**src/rtl/aes_pkg.sv**
```systemverilog
// Shared constants and loader state encoding for the AES bit-serial front end.
package aes_pkg;

    localparam int AES_BLK_BITS  = 128;
    localparam int AES_BYTE_BITS = 8;

    typedef enum logic [2:0] {
        IDLE,
        LAUNCH,
        DELAY,
        SHIFT,
        DRAIN
    } loader_state_e;

endpackage

```
**src/rtl/aes_dual_piso.sv**
```systemverilog
// Two parallel-in/serial-out registers sharing load and shift enables; both MSBs
// are exposed so the operands leave in lockstep.
module aes_dual_piso import aes_pkg::*; #(
    parameter int W = AES_BLK_BITS
) (
    input  logic         clk_i,
    input  logic         rst_i,
    input  logic         load_i,
    input  logic         shift_i,
    input  logic [W-1:0] a_i,
    input  logic [W-1:0] b_i,
    output logic         a_msb_o,
    output logic         b_msb_o
);

    logic [W-1:0] a_q, a_d;
    logic [W-1:0] b_q, b_d;

    always_comb begin
        a_d = a_q;
        b_d = b_q;
        if (load_i) begin
            a_d = a_i;
            b_d = b_i;
        end else if (shift_i) begin
            a_d = {a_q[W-2:0], 1'b0};
            b_d = {b_q[W-2:0], 1'b0};
        end
    end

    always_ff @(posedge clk_i) begin
        if (rst_i) begin
            a_q <= '0;
            b_q <= '0;
        end else begin
            a_q <= a_d;
            b_q <= b_d;
        end
    end

    assign a_msb_o = a_q[W-1];
    assign b_msb_o = b_q[W-1];

endmodule

```
**src/rtl/aes_bit_loader.sv**
```systemverilog
// Feeds one plaintext/key pair to the AES control unit: start pulse, optional
// launch delay, lockstep bit-serial streaming, then wait for the unit to go idle.
//
// state  | meaning
// IDLE   | ready for a block whenever the control unit is not busy
// LAUNCH | one-cycle Data_Valid start pulse
// DELAY  | covers the control unit's start-state entry latency
// SHIFT  | one bit of each operand per cycle, byte 0 first, MSB first
// DRAIN  | serial lines parked low until busy_in falls
module aes_bit_loader import aes_pkg::*; #(
    parameter int LAUNCH_DELAY = 1,
    parameter int BLK_BITS     = AES_BLK_BITS,
    parameter int CNT_W        = 8
) (
    input  logic                clock,
    input  logic                Reset,
    input  logic [BLK_BITS-1:0] pt_block,
    input  logic [BLK_BITS-1:0] key_block,
    input  logic                blk_valid,
    output logic                blk_ready,
    input  logic                busy_in,
    output logic                Data_Valid,
    output logic                DataIN_mem,
    output logic                DataIN_cipher,
    output logic                proto_err,
    output logic [CNT_W-1:0]    blocks_sent
);

    if (BLK_BITS % AES_BYTE_BITS != 0) begin : g_bad_blk_bits
        $error("BLK_BITS must be a whole number of bytes");
    end

    localparam int            BW       = (BLK_BITS > 1) ? $clog2(BLK_BITS) : 1;
    localparam logic [BW-1:0] LAST_BIT = BW'(BLK_BITS - 1);
    localparam int            DLY_LOAD = (LAUNCH_DELAY > 2) ? LAUNCH_DELAY - 2 : 0;
    localparam int            DW       = (DLY_LOAD > 0) ? $clog2(DLY_LOAD + 1) : 1;

    loader_state_e    state_q, state_d;
    logic [BW-1:0]    bit_q, bit_d;
    logic [DW-1:0]    dly_q, dly_d;
    logic [CNT_W-1:0] sent_q, sent_d;
    logic             err_q, err_d;
    logic             dv_q, mem_q, cip_q;
    logic             accept, shift_en, pt_msb, key_msb;

    assign blk_ready = (state_q == IDLE) && !busy_in;
    assign accept    = blk_valid && blk_ready;
    assign shift_en  = (state_d == SHIFT);

    aes_dual_piso #(.W(BLK_BITS)) u_piso (
        .clk_i   (clock),
        .rst_i   (Reset),
        .load_i  (accept),
        .shift_i (shift_en),
        .a_i     (pt_block),
        .b_i     (key_block),
        .a_msb_o (pt_msb),
        .b_msb_o (key_msb)
    );

    always_comb begin
        state_d = state_q;
        bit_d   = '0;
        dly_d   = dly_q;
        sent_d  = sent_q;
        err_d   = err_q;
        unique case (state_q)
            IDLE: if (accept) state_d = LAUNCH;
            LAUNCH: begin
                if (busy_in) err_d = 1'b1;
                if (LAUNCH_DELAY > 1) begin
                    state_d = DELAY;
                    dly_d   = DW'(DLY_LOAD);
                end else begin
                    state_d = SHIFT;
                end
            end
            DELAY: begin
                if (dly_q == '0) state_d = SHIFT;
                else             dly_d   = dly_q - 1'b1;
            end
            SHIFT: begin
                // The control unit raises Busy on the first bit, so only later bits are policed.
                if (bit_q != '0 && !busy_in) err_d = 1'b1;
                if (bit_q == LAST_BIT) begin
                    state_d = DRAIN;
                    sent_d  = sent_q + 1'b1;
                end else begin
                    bit_d = bit_q + 1'b1;
                end
            end
            DRAIN: if (!busy_in) state_d = IDLE;
            default: state_d = IDLE;
        endcase
    end

    always_ff @(posedge clock) begin
        if (Reset) begin
            state_q <= IDLE;
            bit_q   <= '0;
            dly_q   <= '0;
            sent_q  <= '0;
            err_q   <= 1'b0;
            dv_q    <= 1'b0;
            mem_q   <= 1'b0;
            cip_q   <= 1'b0;
        end else begin
            state_q <= state_d;
            bit_q   <= bit_d;
            dly_q   <= dly_d;
            sent_q  <= sent_d;
            err_q   <= err_d;
            dv_q    <= (state_d == LAUNCH);
            mem_q   <= shift_en & pt_msb;
            cip_q   <= shift_en & key_msb;
        end
    end

    assign Data_Valid    = dv_q;
    assign DataIN_mem    = mem_q;
    assign DataIN_cipher = cip_q;
    assign proto_err     = err_q;
    assign blocks_sent   = sent_q;

endmodule
```
**config.mk**
```make
export PLATFORM = sky130hd
export DESIGN_NAME = aes_bit_loader
export DESIGN_NICKNAME = d
export VERILOG_FILES = /design/src/rtl/aes_pkg.sv /design/src/rtl/aes_dual_piso.sv /design/src/rtl/aes_bit_loader.sv
export SDC_FILE = /design/constraint.sdc
export NUM_CORES = 1
export LEC_CHECK = 0
export ABC_AREA = 1
export CAP_MARGIN = 20
export CORE_MARGIN = 4
export CORE_UTILIZATION = 24
export DETAILED_ROUTE_END_ITERATION = 10
export GPL_TIMING_DRIVEN = 0
export PLACE_DENSITY_LB_ADDON = 0.3
export SLEW_MARGIN = 10
export SYNTH_ARGS = -nofsm -noshare
export SYNTH_HDL_FRONTEND = slang
export SYNTH_SLANG_ARGS = --single-unit
```
**constraint.sdc**
```tcl
create_clock -name clock -period 4.52 [get_ports clock]
set_input_delay 1.13 -clock clock [delete_from_list [all_inputs] [get_ports clock]]
set_output_delay 1.13 -clock clock [all_outputs]
set_load 0.01 [all_outputs]
```
# After elaboration in Yosys (flattened, before gate mapping)
# Index checks and enable logic that the tools add are counted.
[word_totals]
word_cells = 49
regBits = 279
out_inout_bits = 13
[op_classes]
n_eq_ne = 9
bitwise = 3
add_sub_neg = 3
reduce_logical = 11
n_mux = 13
[op_table]
columns = ["op", "count"]
rows = [
  ["$mux 128", 4],
  ["$pmux 3 s5", 1],
  ["$mux 3", 4],
  ["$eq 3x2->1 const B", 3],
  ["$add 8x1->8 const B", 1],
  ["$add 7x1->7 const B", 1],
  ["$eq 7x7->1 const B", 1],
  ["$reduce_bool 7->1", 1],
  ["$eq 3x1->1 const B", 2],
  ["$ne 2x2->1 const B", 2],
  ["$reduce_bool 2->1", 2],
  ["$eq 3x3->1 const B", 1],
  ["$logic_and 1x1->1", 3],
  ["$logic_not 3->1", 1],
  ["$mux 1", 3],
  ["$reduce_and 3->1", 1],
  ["$reduce_or 3->1", 1],
  ["$and 1x1->1", 2],
  ["$pmux 1 s2", 1],
  ["$reduce_and 2->1", 1],
  ["$logic_not 1->1", 1],
  ["$not 1->1", 1],
  ["$sub 1x1->1 const B", 1],
]

# Depth between registers and ports, before layout
[logic_depth]
ltp_word = 8
ltp_mapped = 10

# By module
# From an unflattened synthesis, not the netlist that was laid out.
[unflattened]
hier_cells = 2071
area_unflattened_um2 = 13267.7
[by_module_without_submodules]
columns = ["module", "n_inst", "area_each_um2", "cells_each"]
rows = [
  ["aes_dual_piso", 1, 12259.3, 1932],
  ["aes_bit_loader", 1, 1008.5, 139],
]

# Worst setup path before layout
# OpenSTA, ideal clock, no wires.
[synth_path]
kind = "in2out"
startpoint = "input busy_in"
endpoint = "output blk_ready"
path_slack_ns = 1.959
t_arrival_ns = 1.431
t_required_ns = 3.390
stages = 1
cell_sequence = "nor3_1"
[synth_between]
elab_chain_len = 2
[synth_lines]
columns = ["item", "line_no", "source"]
rows = [
  ["from (decl)", "aes_bit_loader.sv:21", "input logic busy_in,"],
  ["$logic_not 1->1", "-", ""],
  ["$logic_and 1x1->1", "aes_bit_loader.sv:46", "assign blk_ready = (state_q == IDLE) && !busy_in;"],
  ["to (decl)", "aes_bit_loader.sv:20", "output logic blk_ready,"],
]
# Every way passes these cells.

# Worst setup path in the final report
# Ends and elaborated chain as after synthesis.

==> flow_metrics.py <==
metrics = {
    "synthesis": {
        "ys_ff_latch": 278,
        "synth_area_mm2": 0.0139,
        "synth_edf_count": 0,
        "async_reset_ff_share_pct": 0,
        "synth_cell_type_count": 27,
        "postSynthAreaPerCell_um2": 6.54,
        "ys_warn_count": 0,
        "syn_inst": 2129,
        "syn-num-nets": 2392,
        "yosysSeqAreaShare_pct": 39.9,
        "ys.flop_type": "dfxtp_1",
    },
    "timing": {
        "final-max-slew-violation-count": 0,
        "period_share_pct": 80.6,
        "worstMarginPinSlew_ns": 0.805,
        "rsz0062_at_grt": "no",
        "fin_skew_ns": 0.0209,
        "hold_viol_final": 0,
        "fin_tns_setup_ns": 0,
        "max_freq_mhz": 275,
        "finalSetupViolCount": 0,
        "min_period_ns": 3.64,
        "relSlewSlack_pct": 46.3,
    },
    "min_path": {
        "hold_path_end": "DataIN_cipher",
        "min_path_type": "flip-flop to flip-flop",
        "min_path_cells": 2,
        "worst_hold_startpoint": "u_piso.b_q[127]",
    },
    "clock_network": {
        "clockBufferDepth": 3,
        "tritoncts": "done",
        "holdBufCountCts": 0,
        "cts_made_buffers": 36,
        "cts_htree_levels": 2,
        "cts_root_buf": "clkbuf_16",
        "cts_resized": 0,
        "cts_setup_buffers": 0,
        "cts.sinks": 278,
        "clock_latency_ns": 0.54,
        "clk_pin_slew_ns": 0.06,
    },
    "worst_setup_path": {
        "r2r_cells": 9,
        "cp_top_family": "buffers and inverters",
        "cp-startpoint": "busy_in",
        "cpPeakStageDelay_ns": 0.60,
        "crit_path_cell_trace": "clkdlybuf4s50_1, nor3_1, clkdlybuf4s50_1",
        "worstSetupPathType": "input port to output pin",
        "r2r-start": "bit_q[0]",
        "crit_top_cell": "clkdlybuf4s50_1",
        "cp.required_ns": 3.39,
        "worstPathMaxFanout": 5,
        "path_buf_inv": 2,
        "endpoint_kind": "output pin",
        "critPathSlowestCell": "clkdlybuf4s50_1",
        "reg2reg_setup_slack_ns": 2.49,
        "critPathArrivalTime_ns": 2.51,
        "cp-start-kind": "input port",
        "r2r_end": "u_piso.b_q[3]",
    },
    "detailed_routing": {
        "vias": 15400,
        "route.met2.wl_um": 23100,
        "first_iter_violations": 972,
        "wl_met1_um": 22800,
        "finalWirelength_um": 50500,
        "wl_met3_um": 2980,
        "wire_per_inst_um": 15.6,
        "top_layer": "met5",
        "drtPass1Iterations": 5,
        "ant_nets": 0,
        "drc": 0,
        "avgViaCountPerCell": 4.77,
    },
    "outcome": {
        "status": "complete, no violations",
    },
    "layout": {
        "multi_input_area_mm2": 0.00721,
        "area_delta_synth_final_pct": 34.9,
        "drive_gt1_share_pct": 7.51,
        "n_fill_cell": 6235,
        "register_area_mm2": 0.00557,
        "nNetsFinal": 2702,
        "fin_cells": 3234,
    },
    "floorplanning": {
        "chipHeight_um": 249,
        "dieArea_mm2": 0.0620,
        "ios": 273,
        "start_util_pct": 24.2,
        "rows": 88,
        "die-width_um": 249,
        "core_area_mm2": 0.0576,
    },
    "flow_run": {
        "cap_violations": 0,
    },
    "placement": {
        "placed_cells": 3166,
        "port_buffers": 272,
        "place.gp.congestion": 0.802,
        "dpl.hpwl_um": 36100,
    },
    "global_routing": {
        "antenna_found_initial": 9,
        "grt_pass1_vias": 15200,
        "track_usage_pct": 15.6,
        "grt_max_degree": 12,
        "overflow": 0,
        "grt_pass1_wl_um": 79700,
    },
    "power_and_ir_drop": {
        "power.density_mw_per_mm2": 443,
        "leakagePower_nw": 7.44,
        "vdd_drop_max_v": 0.000188,
    },
}
[synthesized netlist by cell type (2+ instances only)]
master,instances,area [um^2]
a21oi_1,263,1320
buf_1,3,11.3
buf_2,89,445
buf_4,13,97.6
buf_6,22,248
clkbuf_1,70,263
dfxtp_1,278,5570
ha_1,3,37.5
inv_1,23,86.3
nand2_1,1047,3930
nand3_1,11,55.1
nand4_1,260,1630
nor2_1,24,90.1
nor2_2,2,12.5
nor3_1,2,10.0
o21ai_0,5,25.0
o21ai_1,2,10.0
xnor2_1,3,26.3
[per-stage QoR]
step	hold slack [ns]	worst slack [ns]	utilization, %	cell area [um^2]	power [mW]
4_1_cts	0.466	0.875	32.6	18800	8.46
5_1_grt	0.496	0.812	32.6	18800	8.87
6_report	0.468	0.878	32.6	18800	8.32
2_1_floorplan	0.435	1.96	-	13900	4.57
3_3_place_gp	0.455	0.763	30.6	17600	5.45
3_5_place_dp	0.454	0.714	30.6	17600	5.50
[layout by cell type, fill, tap and decap left out, types with 22 or more instances in the layout]
| cell type | n |
|---|---|
| clkbuf_1 | 80 |
| buf_6 | 22 |
| clkbuf_16 | 37 |
| nand4_1 | 260 |
| clkdlybuf4s50_1 | 272 |
| nor2_1 | 24 |
| nand2_1 | 1047 |
| inv_1 | 23 |
| dfxtp_1 | 278 |
| buf_2 | 89 |
| a21oi_1 | 263 |
[worst max-delay path by stage]
stage	to	slack, ns	cells past startpoint
floorplan	blk_ready	1.96	1
CTS	blk_ready	0.87	3
detailed placement	u_piso.a_q[2]	0.71	5
global route	blk_ready	0.81	3
finish	blk_ready	0.88	3
global placement	state_q[0]	0.76	5
[worst register-to-register path: stages, from the launching register on]
cell and delay [ns]:
dfxtp_1 0.39, ha_1 0.20, nand2_1 0.08, nor2_2 0.18
nand2_1 0.11, nand2_2 0.17, buf_4 0.27, buf_2 0.28
nand4_1 0.11, a21oi_1 0.17
[cells by family after synthesis]
kind of cell | share of synthesized area (%)
buf+inv | 8.32
compound gates | 9.70
simple gates | 41.5
fa+ha+maj | 0.269
xor+xnor | 0.252
flops | 39.9
[report_power, final]
| part | switching, mW | internal (mW) |
|---|---|---|
| clock network | 1.14 | 1.74 |
| logic | 1.70 | 0.907 |
| registers | 0.136 | 2.70 |
| total | 2.98 | 5.34 |
[registers in the layout, indices dropped and copies added, names as in the netlist]
| signal | flops |
|---|---|
| DataIN_cipher | 1 |
| proto_err | 1 |
| u_piso.a_q | 128 |
| Data_Valid | 1 |
| u_piso.b_q | 128 |
| state_q | 3 |
| bit_q | 7 |
| blocks_sent | 8 |
| DataIN_mem | 1 |
[layout make-up]
class                           instances  area share [%]
Multi-Input combinational cell       1629            38.3
Sequential cell                       278            29.6
Timing Repair Buffer                  272            14.5
Buffer                                197            5.67
Clock buffer                           54            5.64
Tap cell                              765            5.09
Clock inverter                         10           0.606
Inverter                               25           0.499
Antenna cell                            4          0.0533
[per-layer routing]
layer | up-vias | global-route usage, %
met1 | 7206 | 20.4
met2 | 424 | 25.2
met3 | 106 | 3.64
li1 | 7685 | -
met4 | 6 | 5.55
met5 | - | 0
(Power assumes the default switching activity.)
